**src/rtl/lsu_pkg.sv**
```systemverilog
// lsu_pkg: shared definitions for the load/store unit.
//   - mem_op codes, FSM state enum, access-size enum
//   - decoded-op record and decode_op() helper
//   - MMIO window sizes and the timer count-register offset
// Optional feature macro: LSU_UNSIGNED_LOAD_EN (enables lhu/lbu decode).
package lsu_pkg;

    typedef enum logic [3:0] {
        OP_NONE = 4'd0,
        OP_LW   = 4'd1,
        OP_LH   = 4'd2,
        OP_LB   = 4'd3,
        OP_SW   = 4'd4,
        OP_SH   = 4'd5,
        OP_SB   = 4'd6,
        OP_LHU  = 4'd7,
        OP_LBU  = 4'd8
    } mem_op_e;

    typedef enum logic [1:0] {
        S_IDLE,
        S_REQ,
        S_RESP,
        S_ERR
    } state_e;

    typedef enum logic [1:0] {
        SZ_BYTE,
        SZ_HALF,
        SZ_WORD
    } size_e;

    typedef struct packed {
        logic  legal;
        logic  store;
        logic  sext;
        size_e size;
    } op_info_t;

    localparam logic [31:0] TIMER_WIN       = 32'd12;
    localparam logic [31:0] INTR_WIN        = 32'd4;
    localparam logic [31:0] TIMER_COUNT_OFS = 32'd8;

    // Illegal / unsupported codes decode to a non-legal record, which the
    // rest of the unit treats exactly like OP_NONE.
    function automatic op_info_t decode_op(input logic [3:0] op);
        op_info_t d;
        d = '{legal: 1'b0, store: 1'b0, sext: 1'b0, size: SZ_WORD};
        case (op)
            OP_LW:  d = '{legal: 1'b1, store: 1'b0, sext: 1'b0, size: SZ_WORD};
            OP_LH:  d = '{legal: 1'b1, store: 1'b0, sext: 1'b1, size: SZ_HALF};
            OP_LB:  d = '{legal: 1'b1, store: 1'b0, sext: 1'b1, size: SZ_BYTE};
            OP_SW:  d = '{legal: 1'b1, store: 1'b1, sext: 1'b0, size: SZ_WORD};
            OP_SH:  d = '{legal: 1'b1, store: 1'b1, sext: 1'b0, size: SZ_HALF};
            OP_SB:  d = '{legal: 1'b1, store: 1'b1, sext: 1'b0, size: SZ_BYTE};
`ifdef LSU_UNSIGNED_LOAD_EN
            OP_LHU: d = '{legal: 1'b1, store: 1'b0, sext: 1'b0, size: SZ_HALF};
            OP_LBU: d = '{legal: 1'b1, store: 1'b0, sext: 1'b0, size: SZ_BYTE};
`endif
            default: ;
        endcase
        return d;
    endfunction

endpackage

```
**src/rtl/load_store_unit_addr_check.sv**
```systemverilog
// lsu_addr_check: combinational address validation for one memory op.
// Ports:
//   op        in  4   raw mem_op code
//   addr      in  32  effective byte address
//   ovf       in  1   address adder overflow
//   load_err  out 1   load would raise AdEL
//   store_err out 1   store would raise AdES
// Optional feature macro: LSU_UNSIGNED_LOAD_EN (via lsu_pkg::decode_op).
module lsu_addr_check
    import lsu_pkg::*;
#(
    parameter logic [31:0] DM_END      = 32'h0000_2fff,
    parameter logic [31:0] TIMER0_BASE = 32'h0000_7f00,
    parameter logic [31:0] TIMER1_BASE = 32'h0000_7f10,
    parameter logic [31:0] INTR_BASE   = 32'h0000_7f20
) (
    input  logic [3:0]  op,
    input  logic [31:0] addr,
    input  logic        ovf,
    output logic        load_err,
    output logic        store_err
);

    op_info_t    d;
    logic [31:0] t0_ofs;
    logic [31:0] t1_ofs;
    logic [31:0] in_ofs;
    logic        in_dm, in_t0, in_t1, in_intr, in_timer;
    logic        misaligned, unmapped, timer_bad, err;

    always_comb begin
        d      = decode_op(op);
        t0_ofs = addr - TIMER0_BASE;
        t1_ofs = addr - TIMER1_BASE;
        in_ofs = addr - INTR_BASE;

        // Lower-bound compare first so the offset subtraction cannot wrap.
        in_dm    = (addr <= DM_END);
        in_t0    = (addr >= TIMER0_BASE) && (t0_ofs < TIMER_WIN);
        in_t1    = (addr >= TIMER1_BASE) && (t1_ofs < TIMER_WIN);
        in_intr  = (addr >= INTR_BASE)   && (in_ofs < INTR_WIN);
        in_timer = in_t0 || in_t1;

        misaligned = ((d.size == SZ_WORD) && (addr[1:0] != 2'b00))
                  || ((d.size == SZ_HALF) && addr[0]);
        unmapped   = !(in_dm || in_timer || in_intr);
        // Timers are word-only; the count register is read-only.
        timer_bad  = (in_timer && (d.size != SZ_WORD))
                  || (d.store && ((in_t0 && (t0_ofs == TIMER_COUNT_OFS))
                               || (in_t1 && (t1_ofs == TIMER_COUNT_OFS))));

        err       = d.legal && (ovf || misaligned || unmapped || timer_bad);
        load_err  = err && !d.store;
        store_err = err && d.store;
    end

endmodule

```
**src/rtl/load_store_unit.sv**
```systemverilog
// load_store_unit: memory-stage LSU with req/ack bus, stall and timeout.
// Ports:
//   clk, reset (sync, active-high)
//   req_valid, mem_op, addr, wdata, exc_ov, flush   : M-stage request side
//   stall                                           : freeze F..M
//   m_req, m_addr, m_we, m_byteen, m_wdata, m_ack, m_rdata : bus
//   rdata, rdata_valid                              : extended load result
//   exc_adel, exc_ades                              : address exceptions
// Optional feature macro: LSU_UNSIGNED_LOAD_EN (lhu/lbu support).
module load_store_unit
    import lsu_pkg::*;
#(
    parameter int unsigned TIMEOUT     = 16,
    parameter logic [31:0] DM_END      = 32'h0000_2fff,
    parameter logic [31:0] TIMER0_BASE = 32'h0000_7f00,
    parameter logic [31:0] TIMER1_BASE = 32'h0000_7f10,
    parameter logic [31:0] INTR_BASE   = 32'h0000_7f20
) (
    input  logic        clk,
    input  logic        reset,
    input  logic        req_valid,
    input  logic [3:0]  mem_op,
    input  logic [31:0] addr,
    input  logic [31:0] wdata,
    input  logic        exc_ov,
    input  logic        flush,
    output logic        stall,
    output logic        m_req,
    output logic [31:0] m_addr,
    output logic        m_we,
    output logic [3:0]  m_byteen,
    output logic [31:0] m_wdata,
    input  logic        m_ack,
    input  logic [31:0] m_rdata,
    output logic [31:0] rdata,
    output logic        rdata_valid,
    output logic        exc_adel,
    output logic        exc_ades
);

    state_e      state, state_next;
    op_info_t    d;
    logic        store_q, sext_q;
    size_e       size_q;
    logic [1:0]  lane_q;
    logic [31:0] cnt;
    logic        load_err, store_err;
    logic        issue, accept, timed_out;
    logic [3:0]  lanes;
    logic [31:0] wdata_rep;
    logic [15:0] lane_h;
    logic [7:0]  lane_b;
    logic [31:0] load_ext;

    lsu_addr_check #(
        .DM_END      (DM_END),
        .TIMER0_BASE (TIMER0_BASE),
        .TIMER1_BASE (TIMER1_BASE),
        .INTR_BASE   (INTR_BASE)
    ) u_check (
        .op        (mem_op),
        .addr      (addr),
        .ovf       (exc_ov),
        .load_err  (load_err),
        .store_err (store_err)
    );

    always_comb begin
        d         = decode_op(mem_op);
        issue     = (state == S_IDLE) && req_valid && d.legal && !flush;
        accept    = issue && !load_err && !store_err;
        timed_out = (cnt == TIMEOUT - 1);

        case (d.size)
            SZ_HALF: begin
                lanes     = addr[1] ? 4'b1100 : 4'b0011;
                wdata_rep = {2{wdata[15:0]}};
            end
            SZ_BYTE: begin
                lanes     = 4'b0001 << addr[1:0];
                wdata_rep = {4{wdata[7:0]}};
            end
            default: begin
                lanes     = 4'b1111;
                wdata_rep = wdata;
            end
        endcase

        lane_h = lane_q[1] ? m_rdata[31:16] : m_rdata[15:0];
        case (lane_q)
            2'd1:    lane_b = m_rdata[15:8];
            2'd2:    lane_b = m_rdata[23:16];
            2'd3:    lane_b = m_rdata[31:24];
            default: lane_b = m_rdata[7:0];
        endcase
        case (size_q)
            SZ_HALF: load_ext = {{16{sext_q & lane_h[15]}}, lane_h};
            SZ_BYTE: load_ext = {{24{sext_q & lane_b[7]}}, lane_b};
            default: load_ext = m_rdata;
        endcase
    end

    always_comb begin
        state_next = state;
        case (state)
            S_IDLE: if (accept) state_next = S_REQ;
            // flush wins over a same-cycle ack: the instruction is dead.
            S_REQ: begin
                if (flush)          state_next = S_IDLE;
                else if (m_ack)     state_next = S_RESP;
                else if (timed_out) state_next = S_ERR;
            end
            S_RESP:  state_next = S_IDLE;
            S_ERR:   state_next = S_IDLE;
            default: state_next = S_IDLE;
        endcase

        stall       = accept || (state == S_REQ);
        m_req       = (state == S_REQ);
        m_we        = (state == S_REQ) && store_q;
        rdata_valid = (state == S_RESP) && !store_q;
        exc_adel    = (issue && load_err)  || ((state == S_ERR) && !store_q);
        exc_ades    = (issue && store_err) || ((state == S_ERR) && store_q);
    end

    always_ff @(posedge clk) begin
        if (reset) begin
            state    <= S_IDLE;
            cnt      <= '0;
            store_q  <= 1'b0;
            sext_q   <= 1'b0;
            size_q   <= SZ_WORD;
            lane_q   <= '0;
            m_addr   <= '0;
            m_byteen <= '0;
            m_wdata  <= '0;
            rdata    <= '0;
        end else begin
            state <= state_next;
            if (accept) begin
                store_q  <= d.store;
                sext_q   <= d.sext;
                size_q   <= d.size;
                lane_q   <= addr[1:0];
                m_addr   <= {addr[31:2], 2'b00};
                m_byteen <= lanes;
                m_wdata  <= wdata_rep;
                cnt      <= '0;
            end else if (state == S_REQ) begin
                cnt <= cnt + 32'd1;
            end
            if ((state == S_REQ) && m_ack && !flush) begin
                rdata <= load_ext;
            end
        end
    end

endmodule

```
**config.mk**
```make
export PLATFORM = sky130hd
export DESIGN_NAME = load_store_unit
export DESIGN_NICKNAME = d
export VERILOG_FILES = /design/src/rtl/lsu_pkg.sv /design/src/rtl/load_store_unit_addr_check.sv /design/src/rtl/load_store_unit.sv
export SDC_FILE = /design/constraint.sdc
export NUM_CORES = 1
export LEC_CHECK = 0
export CORE_MARGIN = 4
export CORE_UTILIZATION = 45
export DETAILED_ROUTE_END_ITERATION = 6
export PLACE_DENSITY = 0.76
export SLEW_MARGIN = 20
export SYNTH_ARGS = -nofsm -noshare
export SYNTH_HDL_FRONTEND = slang
export SYNTH_SLANG_ARGS = --single-unit
```
**constraint.sdc**
```tcl
create_clock -name clk -period 10.8 [get_ports clk]
set_input_delay 2.16 -clock clk [delete_from_list [all_inputs] [get_ports clk]]
set_output_delay 2.16 -clock clk [all_outputs]
set_load 0.02 [all_outputs]
```
==> metrics.txt, run 1 <==
status=finished, final reports clean; core area=16640 µm²; HP Class=reg -> reg; synthesis warning total=0; clk slew on worst S/H paths=0.06 ns; GRT Overall Usage=0.2616; Fill cells=1452; Lkg Pwr=3.528 nW; WP data required=8.64 ns; worst slew pin tran=0.9713 ns; First-pass DRT Iterations=5; worst flop-to-flop path endpoint=m_byteen[1]$_SDFFE_PP0P_; Seq/Total Area, Yosys=0.3594; Critical Path Start Type=primary input; Mean Syn Cell Area=7.957 µm²; PortBufs=209; CTS tree=built; Pwr per Cell Area=116.6 nW/µm²; asr flop ratio synth=0; total clock sinks=138; most frequently used flop master after synthesis=dfxtp_1; final setup skew=0.01174 ns; mapped cell area=7686 µm²; pin count of the biggest net entering global routing=80; final setup TNS=0 ns; Hold Buf Count CTS=0; Die Wd=138.7 µm; Final ANT Viol Nets=0; period utilisation layout=0.8042; row count=47; first-pass GRT wire length=41770 µm; vias per cell=5.961; worst r2r path cells=7; vias in the first global route=7702; # H-tree levels=4; latest clock arrival within the worst-skew pair=0.41 ns; Netlist cell types=72; Max Root-Sink Buffers=2; Layout area overhead=35.08%; dpl cells=1326; CTS Buf Count=17; worst vdd ir=0.1203 mV; clock root cell=clkbuf_16; WL final=26140 µm; r2r setup slk=7.38 ns; critical path data arrival time=6.53 ns; GRT overflow=0; hold path cells=1; Mapped Cells=966; Post-synth EDFFs=0; final setup vio count=0; fmax=115.1 MHz; die footprint=19230 µm²; Seq. cell area=2763 µm²; crit path kind=in -> out; number of antenna violations at the first check in global routing=1; Worst R2R Start=state[1]$_SDFFE_PP0P_; minimum clock period=8.685 ns; NumNets Final=1234; Resized cells post-CTS=0; multi-input logic area=4498 µm²; Max-Cap Viols=0; DR DRC count=0; initial drt markers=737; dpl hpwl=18640 µm; Worst Hold Path EP=m_addr[16]$_SDFFE_PP0P_; Post CTS Setup Buffer Count=0; die height=138.7 µm; flops & latches, synth=138; Ports=212; unrepaired setup endpoints after global routing=false; starting density of the core=0.4618; GP Congestion=0.9696; Final Non-Filler Cells=1358; Hold Crit Start=m_addr[16]$_SDFFE_PP0P_; share of cells above drive strength 1=0.07482; Rel. slew slack=0.3525; final slew viol count=0; critical-path maximum fanout=28; final hold violation count=0; total number of vias=8095; crit end category=primary output; routed len/inst=19.25 µm
[cells in the mapped netlist (4+ instances only)]
library cell,number,area share
dfxtp_1,138,0.36
nand2_1,99,0.048
a21oi_1,81,0.053
o21ai_0,76,0.049
clkbuf_1,64,0.031
nand3_1,47,0.031
nor2_1,39,0.019
a31oi_1,32,0.026
and2_1,32,0.026
nor3_1,26,0.017
nor4_1,25,0.020
xnor2_1,24,0.027
a211oi_1,22,0.021
inv_1,20,0.0098
nor3_2,20,0.026
xor2_1,18,0.021
nand2b_1,15,0.012
nand4_1,15,0.012
nor2b_1,13,0.011
a221oi_1,9,0.010
a311oi_1,9,0.010
buf_2,9,0.0059
o2111ai_1,9,0.010
a22oi_1,8,0.0078
and3_1,8,0.0065
mux2i_1,8,0.010
nor3b_1,6,0.0059
o22a_1,6,0.0068
o211ai_1,5,0.0049
or4_1,5,0.0049
a311oi_2,4,0.0078
buf_4,4,0.0039
buf_6,4,0.0059
nand3b_1,4,0.0039
or3_1,4,0.0033
[critical path: stages]
cell and delay (ns):
clkdlybuf4s50_1 0.63, inv_1 0.10, ha_1 0.26, nor2b_1 0.21, a2111oi_0 0.73, or3_1 0.22, o211ai_1 0.10, or4b_4 0.51
o41ai_4 0.35, a211oi_2 0.12, buf_4 0.26, o21ai_0 0.18, clkdlybuf4s50_1 0.69
[metrics by stage]
stage | instance area, µm² | hold WS (ns) | setup WS (ns) | power, mW | utilization
4_1_cts | 10380 | 0.4608 | 2.210 | 1.218 | 0.6236
3_5_place_dp | 9802 | 0.4457 | 2.222 | 0.6444 | 0.5890
3_3_place_gp | 9802 | 0.4418 | 2.294 | 0.6453 | 0.5890
2_1_floorplan | 7690 | 0.4565 | 3.328 | 0.5793 | -
6_report | 10380 | 0.4547 | 2.115 | 1.211 | 0.6239
5_1_grt | 10380 | 0.4825 | 1.927 | 1.254 | 0.6237
[routing by layer]
| metal | GRT usage | up-vias | part of all wire |
|---|---|---|---|
| li1 | - | 3872 | - |
| met1 | 0.3381 | 3801 | 0.43 |
| met2 | 0.4083 | 350 | 0.45 |
| met3 | 0.08103 | 72 | 0.077 |
| met4 | 0.1066 | 0 | 0.038 |
| met5 | 0 | - | 0 |
[kinds of logic after synthesis]
kind of cell | synth area share
other | 0.0004879
and+or+nand+nor | 0.2675
AOI/OAI and AO/OA | 0.2470
muxes | 0.01481
adders and majority gates | 0.004884
xor gates and xnor gates | 0.04786
buffers and inverters | 0.05811
DFF | 0.3594
[cells in the final DEF, fill, tap and decap left out, drive strengths merged, types with 13 or more instances in the layout]
| cell type | instances |
|---|---|
| clkdlybuf4s50 | 208 |
| dfxtp | 138 |
| nand2 | 99 |
| a21oi | 81 |
| o21ai | 76 |
| nand3 | 47 |
| nor3 | 46 |
| nor2 | 39 |
| and2 | 32 |
| a31oi | 32 |
| nor4 | 25 |
| xnor2 | 24 |
| a211oi | 22 |
| inv | 22 |
| clkbuf | 21 |
| xor2 | 18 |
| nand2b | 15 |
| nand4 | 15 |
| buf | 14 |
| nor2b | 13 |
| a311oi | 13 |
[cell type report]
| class | count | share of cell area |
|---|---|---|
| Multi-Input combinational cell | 725 | 0.4332 |
| Sequential cell | 138 | 0.2661 |
| Inverter | 21 | 0.007592 |
| Antenna cell | 2 | 0.0004820 |
| Clock buffer | 21 | 0.04435 |
| Clock inverter | 9 | 0.01109 |
| Tap cell | 220 | 0.02651 |
| Timing Repair Buffer | 222 | 0.2107 |
[report_power, final]
| part | switching, mW | internal [mW] |
|---|---|---|
| registers | 0.0000000201 | 0.509 |
| logic | 0.0696 | 0.0571 |
| clock network | 0.224 | 0.352 |
| total | 0.293 | 0.918 |
[worst max path at each step]
stage	start	to	slack, ns	cells after the start
2_1_floorplan	addr[7]	stall	3.33	9
3_3_place_gp	addr[5]	stall	2.29	13
3_5_place_dp	addr[5]	stall	2.22	13
4_1_cts	addr[5]	stall	2.21	13
5_1_grt	addr[15]	stall	1.93	11
6_report	addr[5]	stall	2.11	13
[state kept, by name, indices dropped and copies added (netlist names)]
signal,flops
cnt,32
m_wdata,32
rdata,32
m_addr,30
m_byteen,4
lane_q,2
size_q,2
state,2
sext_q,1
store_q,1
(Power assumes the default switching activity.)
==> inputs of run 2 (changes only) <==
--- a/config.mk
+++ b/config.mk
@@ -6,9 +6,9 @@
 export NUM_CORES = 1
 export LEC_CHECK = 0
 export CORE_MARGIN = 4
-export CORE_UTILIZATION = 45
+export CORE_UTILIZATION = 44
 export DETAILED_ROUTE_END_ITERATION = 6
-export PLACE_DENSITY = 0.76
+export PLACE_DENSITY = 0.77
 export SLEW_MARGIN = 20
 export SYNTH_ARGS = -nofsm -noshare
 export SYNTH_HDL_FRONTEND = slang
==> constraint.sdc (replaced) <==
create_clock -name clk -period 7.9 [get_ports clk]
set_input_delay 1.58 -clock clk [delete_from_list [all_inputs] [get_ports clk]]
set_output_delay 1.58 -clock clk [all_outputs]
set_load 0.02 [all_outputs]
==> metrics.txt, run 2 (same netlist as run 1, synthesis figures left out) <==
Net Sw Frac=0.2544; status=finished, final reports clean; vias in the first global route=7525; Pwr per Cell Area=156.3 nW/µm²; worst slew pin tran=1.005 ns; HP Class=reg -> reg; WHS=0.4517 ns; dpl hpwl=18850 µm; Final ANT Viol Nets=0; crit path kind=in -> out; final setup TNS=0 ns; PortBufs=209; final setup skew=0.006951 ns; final slew viol count=0; final setup vio count=0; die footprint=19650 µm²; DR DRC count=0; routed len/inst=19.47 µm; Comb pwr share=0.108; total clock sinks=138; CTS Buf Count=17; Post CTS Setup Buffer Count=0; share of cells above drive strength 1=0.08056; clock share of power=0.464; commonest non-fill, non-tap cells in the layout=clkdlybuf4s50_1, dfxtp_1, nand2_1; crit end category=primary output; critical path data arrival time=5.79 ns; Seq pwr share=0.428; r2r setup slk=4.66 ns; Critical Path Start Type=primary input; net load switching power=0.4136 mW; die height=140.2 µm; WP data required=6.32 ns; clk slew on worst S/H paths=0.06 ns; met1 Resource Use GR=0.3502; Lkg Pwr=3.547 nW; Int Pwr=1.212 mW; GRT Overall Usage=0.2612; # H-tree levels=4; commonest non-fill, non-tap cell in the layout=clkdlybuf4s50_1; number of antenna violations at the first check in global routing=0; ANT cells=0; clock root cell=clkbuf_16; core area=17240 µm²; unrepaired setup endpoints after global routing=false; NumNets Final=1239; critical path launch point=addr[5]; Final Worst Setup Slack=0.5289 ns; dpl ws=0.5429 ns; starting density of the core=0.4459; vias per cell=5.960; Ports=212; WL final=26610 µm; Die Wd=140.2 µm; GRT overflow=0; fmax=135.7 MHz; Hold Buf Count CTS=0; row count=48; worst vdd ir=0.1571 mV; pin count of the biggest net entering global routing=80; minimum clock period=7.371 ns; Resized cells post-CTS=0; Layout area overhead=35.34%; Worst R2R Start=state[1]$_SDFFE_PP0P_; Hold Crit Start=rdata[0]$_SDFFE_PP0P_; Rel. slew slack=0.3301; First-pass DRT Iterations=5; critical-path maximum fanout=8; busiest layer in global routing=met2; final hold violation count=0; Max-Cap Viols=0; Util after Layout=0.6035; M3 GR Usage=0.06419; period utilisation layout=0.9331; CTS tree=built; Max Root-Sink Buffers=2; total chip power=1.626 mW; met2 Use GR=0.4186; latest clock arrival within the worst-skew pair=0.42 ns; total number of vias=8148; GP Congestion=0.9692; first-pass GRT wire length=41950 µm; Top Registers=cnt (32), m_wdata (32), rdata (32); initial drt markers=778
-- run 2: changes by cell type in the layout (fill, tap and decap cells not counted) --
| cell | before | now |
|---|---|---|
| clkinv_2 | 1 | 6 |
| clkbuf_8 | 2 | 1 |
| bufinv_16 | 2 | 1 |
| clkbuf_1 | 2 | 1 |
| diode_2 | 2 | 0 |
| buf_4 | 14 | 18 |
| buf_12 | 0 | 1 |
| inv_6 | 2 | 1 |
-- run 2: per-layer routing --
layer | up-vias | wire length, µm
met1 | 3893 | 11400
met4 | 0 | 474
li1 | 3895 | -
met5 | - | 0
met2 | 324 | 12720
met3 | 36 | 2019
-- run 2: area by class of cell --
cell class,instances,area (µm²)
Clock buffer,19,442.9
Timing Repair Buffer,227,2237
Inverter,21,78.83
Multi-Input combinational cell,725,4498
Sequential cell,138,2763
Clock inverter,12,101.3
Fill cell,1527,6834
Tap cell,225,281.5
-- run 2: path summary, 6_finish.rpt --
| path | endpoint | cells past startpoint |
|---|---|---|
| setup / recovery | exc_adel | 13 |
| hold / removal | rdata[0]$_SDFFE_PP0P_ | 2 |
| setup reg to reg | m_wdata[23]$_SDFFE_PP0P_ | 7 |
| hold reg to reg | rdata[0]$_SDFFE_PP0P_ | 2 |
-- run 2: power by group through the flow --
stage          registers [mW]  logic (mW)  clock network, mW
2_1_floorplan           0.711      0.0807                  0
3_3_place_gp            0.711       0.171                  0
3_5_place_dp            0.711       0.171                  0
4_1_cts                 0.696       0.173              0.764
5_1_grt                 0.695       0.188              0.797
6_report                0.696       0.176              0.754
-- run 2: worst max-delay path, cell delays in order --
cell             delay, ns
clkdlybuf4s50_1       0.64
inv_1                 0.11
ha_1                  0.26
nand2b_1              0.24
o21ai_0               0.17
mux2i_1               0.15
or4_1                 0.59
or4b_4                0.58
o41ai_4               0.36
a211o_2               0.21
nand2_1               0.06
a32o_1                0.27
clkdlybuf4s50_1       0.57
-- run 2: through the flow --
stage,area (µm²),cells
floorplan,7690,967
CTS,10400,1367
finish,10400,1367
global route,10400,1367
global placement,9858,1336
detailed placement,9858,1336
==> inputs of run 3 (changes only) <==
--- a/config.mk
+++ b/config.mk
@@ -8,7 +8,7 @@
 export CORE_MARGIN = 4
 export CORE_UTILIZATION = 44
 export DETAILED_ROUTE_END_ITERATION = 6
-export PLACE_DENSITY = 0.77
+export PLACE_DENSITY_LB_ADDON = 0.2
 export SLEW_MARGIN = 20
 export SYNTH_ARGS = -nofsm -noshare
 export SYNTH_HDL_FRONTEND = slang
==> metrics.txt, run 3 (same netlist as run 1, synthesis figures left out) <==
status=finished, final reports clean; total clock sinks=138; HP Class=reg -> reg; number of antenna violations at the first check in global routing=0; CTS tree=built; Final Cell Area=10490 µm²; Worst R2R Start=state[1]$_SDFFE_PP0P_; commonest non-fill, non-tap cells in the layout=clkdlybuf4s50_1, dfxtp_1, nand2_1; Max Root-Sink Buffers=2; routed len/inst=19.77 µm; Pwr per Cell Area=157.5 nW/µm²; worst flop-to-flop path endpoint=cnt[0]$_SDFFE_PP0P_; WHS=0.4561 ns; Layout area overhead=36.42%; pin count of the biggest net entering global routing=62; uppermost layer routed=met4; final slew viol count=0; initial drt markers=649; Lkg Pwr=3.600 nW; commonest non-fill, non-tap cell in the layout=clkdlybuf4s50_1; Resized cells post-CTS=0; die footprint=19650 µm²; Post CTS Setup Buffer Count=0; # H-tree levels=4; dpl hpwl=19250 µm; latest clock arrival within the worst-skew pair=0.42 ns; Die Wd=140.2 µm; clk slew on worst S/H paths=0.06 ns; final hold violation count=0; Ports=212; Post-Place Cell Area=9921 µm²; Top Registers=cnt (32), m_wdata (32), rdata (32); First-pass DRT Iterations=5; row count=48; Fill cells=1568; dpl cells=1346; Hold Buf Count CTS=0; final setup skew=0.008591 ns; NumNets Final=1249; Max-Cap Viols=0; GRT Overall Usage=0.2686; vias in the first global route=7870; Final ANT Viol Nets=0; first-pass GRT wire length=43300 µm; WL final=27200 µm; worst vdd ir=0.1499 mV; Critical Path Start Type=primary input; core area=17240 µm²; critical-path maximum fanout=8; crit path kind=in -> out; starting density of the core=0.4459; Hold Crit Start=rdata[4]$_SDFFE_PP0P_; GRT overflow=0; clock root cell=clkbuf_16; vias per cell=5.916; critical path data arrival time=5.77 ns; crit end category=primary output; DR DRC count=0; minimum clock period=7.352 ns; period utilisation layout=0.9306; fmax=136.0 MHz; total number of vias=8141; routed metal-1 wirelength=11910 µm; die height=140.2 µm; share of cells above drive strength 1=0.08688; final setup vio count=0; CTS Buf Count=17; worst r2r path cells=7; WP data required=6.32 ns; Final Non-Filler Cells=1376; DR WL met3=1732 µm; PortBufs=209; hold path cells=2; unrepaired setup endpoints after global routing=false; r2r setup slk=4.58 ns; worst slew pin tran=0.9354 ns; WL met2=12740 µm; ANT cells=0; GP Congestion=0.9450; final setup TNS=0 ns; Worst Hold Path EP=rdata[4]$_SDFFE_PP0P_; Rel. slew slack=0.3751
## run 3: changes by cell type in the layout (fill, tap and decap cells not counted)
cell	previous run	this run
clkinvlp_4	2	1
clkinv_2	6	0
clkinv_4	2	5
clkbuf_8	1	3
buf_4	18	29
buf_12	1	0
clkbuf_1	1	2
## run 3: worst max-delay path by stage
stage / endpoint / slack [ns] / from / cells past startpoint
after floorplan: stall / 1.59 / addr[7] / 9
after global placement: exc_adel / 0.62 / addr[5] / 13
after detailed placement: exc_adel / 0.62 / addr[5] / 13
after CTS: exc_adel / 0.59 / addr[5] / 13
after global routing: exc_adel / 0.29 / addr[8] / 11
final: exc_adel / 0.55 / addr[5] / 13
## run 3: per-stage QoR
stage / util / power [mW] / setup slack (ns)
global placement: 0.5756 / 0.8885 / 0.6183
finish: 0.6083 / 1.652 / 0.5483
global route: 0.6083 / 1.702 / 0.2925
CTS: 0.6083 / 1.660 / 0.5860
floorplan: - / 0.7919 / 1.588
detailed placement: 0.5756 / 0.8870 / 0.6163
## run 3: critical path: stages
cell             delay [ns]
clkdlybuf4s50_1        0.60
inv_1                  0.11
ha_1                   0.25
nand2b_1               0.24
o21ai_0                0.16
mux2i_1                0.15
or4_1                  0.59
or4b_4                 0.58
o41ai_4                0.38
a211o_2                0.22
nand2_1                0.06
a32o_1                 0.30
clkdlybuf4s50_1        0.55
## run 3: routing by layer
metal,vias up,GRT usage
li1,3902,-
met1,3864,0.3580
met2,314,0.4307
met3,61,0.05804
met4,0,0.09434
met5,-,0
## run 3: area by class of cell
type	instances	area, µm²	share of cell area
clock inverter	8	90.09	0.008592
inverter	21	78.83	0.007518
timing repair buffer	237	2300	0.2193
multi-input combinational	725	4498	0.4290
tap	225	281.5	0.02685
sequential	138	2763	0.2635
clock buffer	22	474.2	0.04523
## run 3: where the power goes
group	internal, mW	switching [mW]
combinational	0.0810	0.0993
clock	0.458	0.317
sequential	0.696	0.0000000259
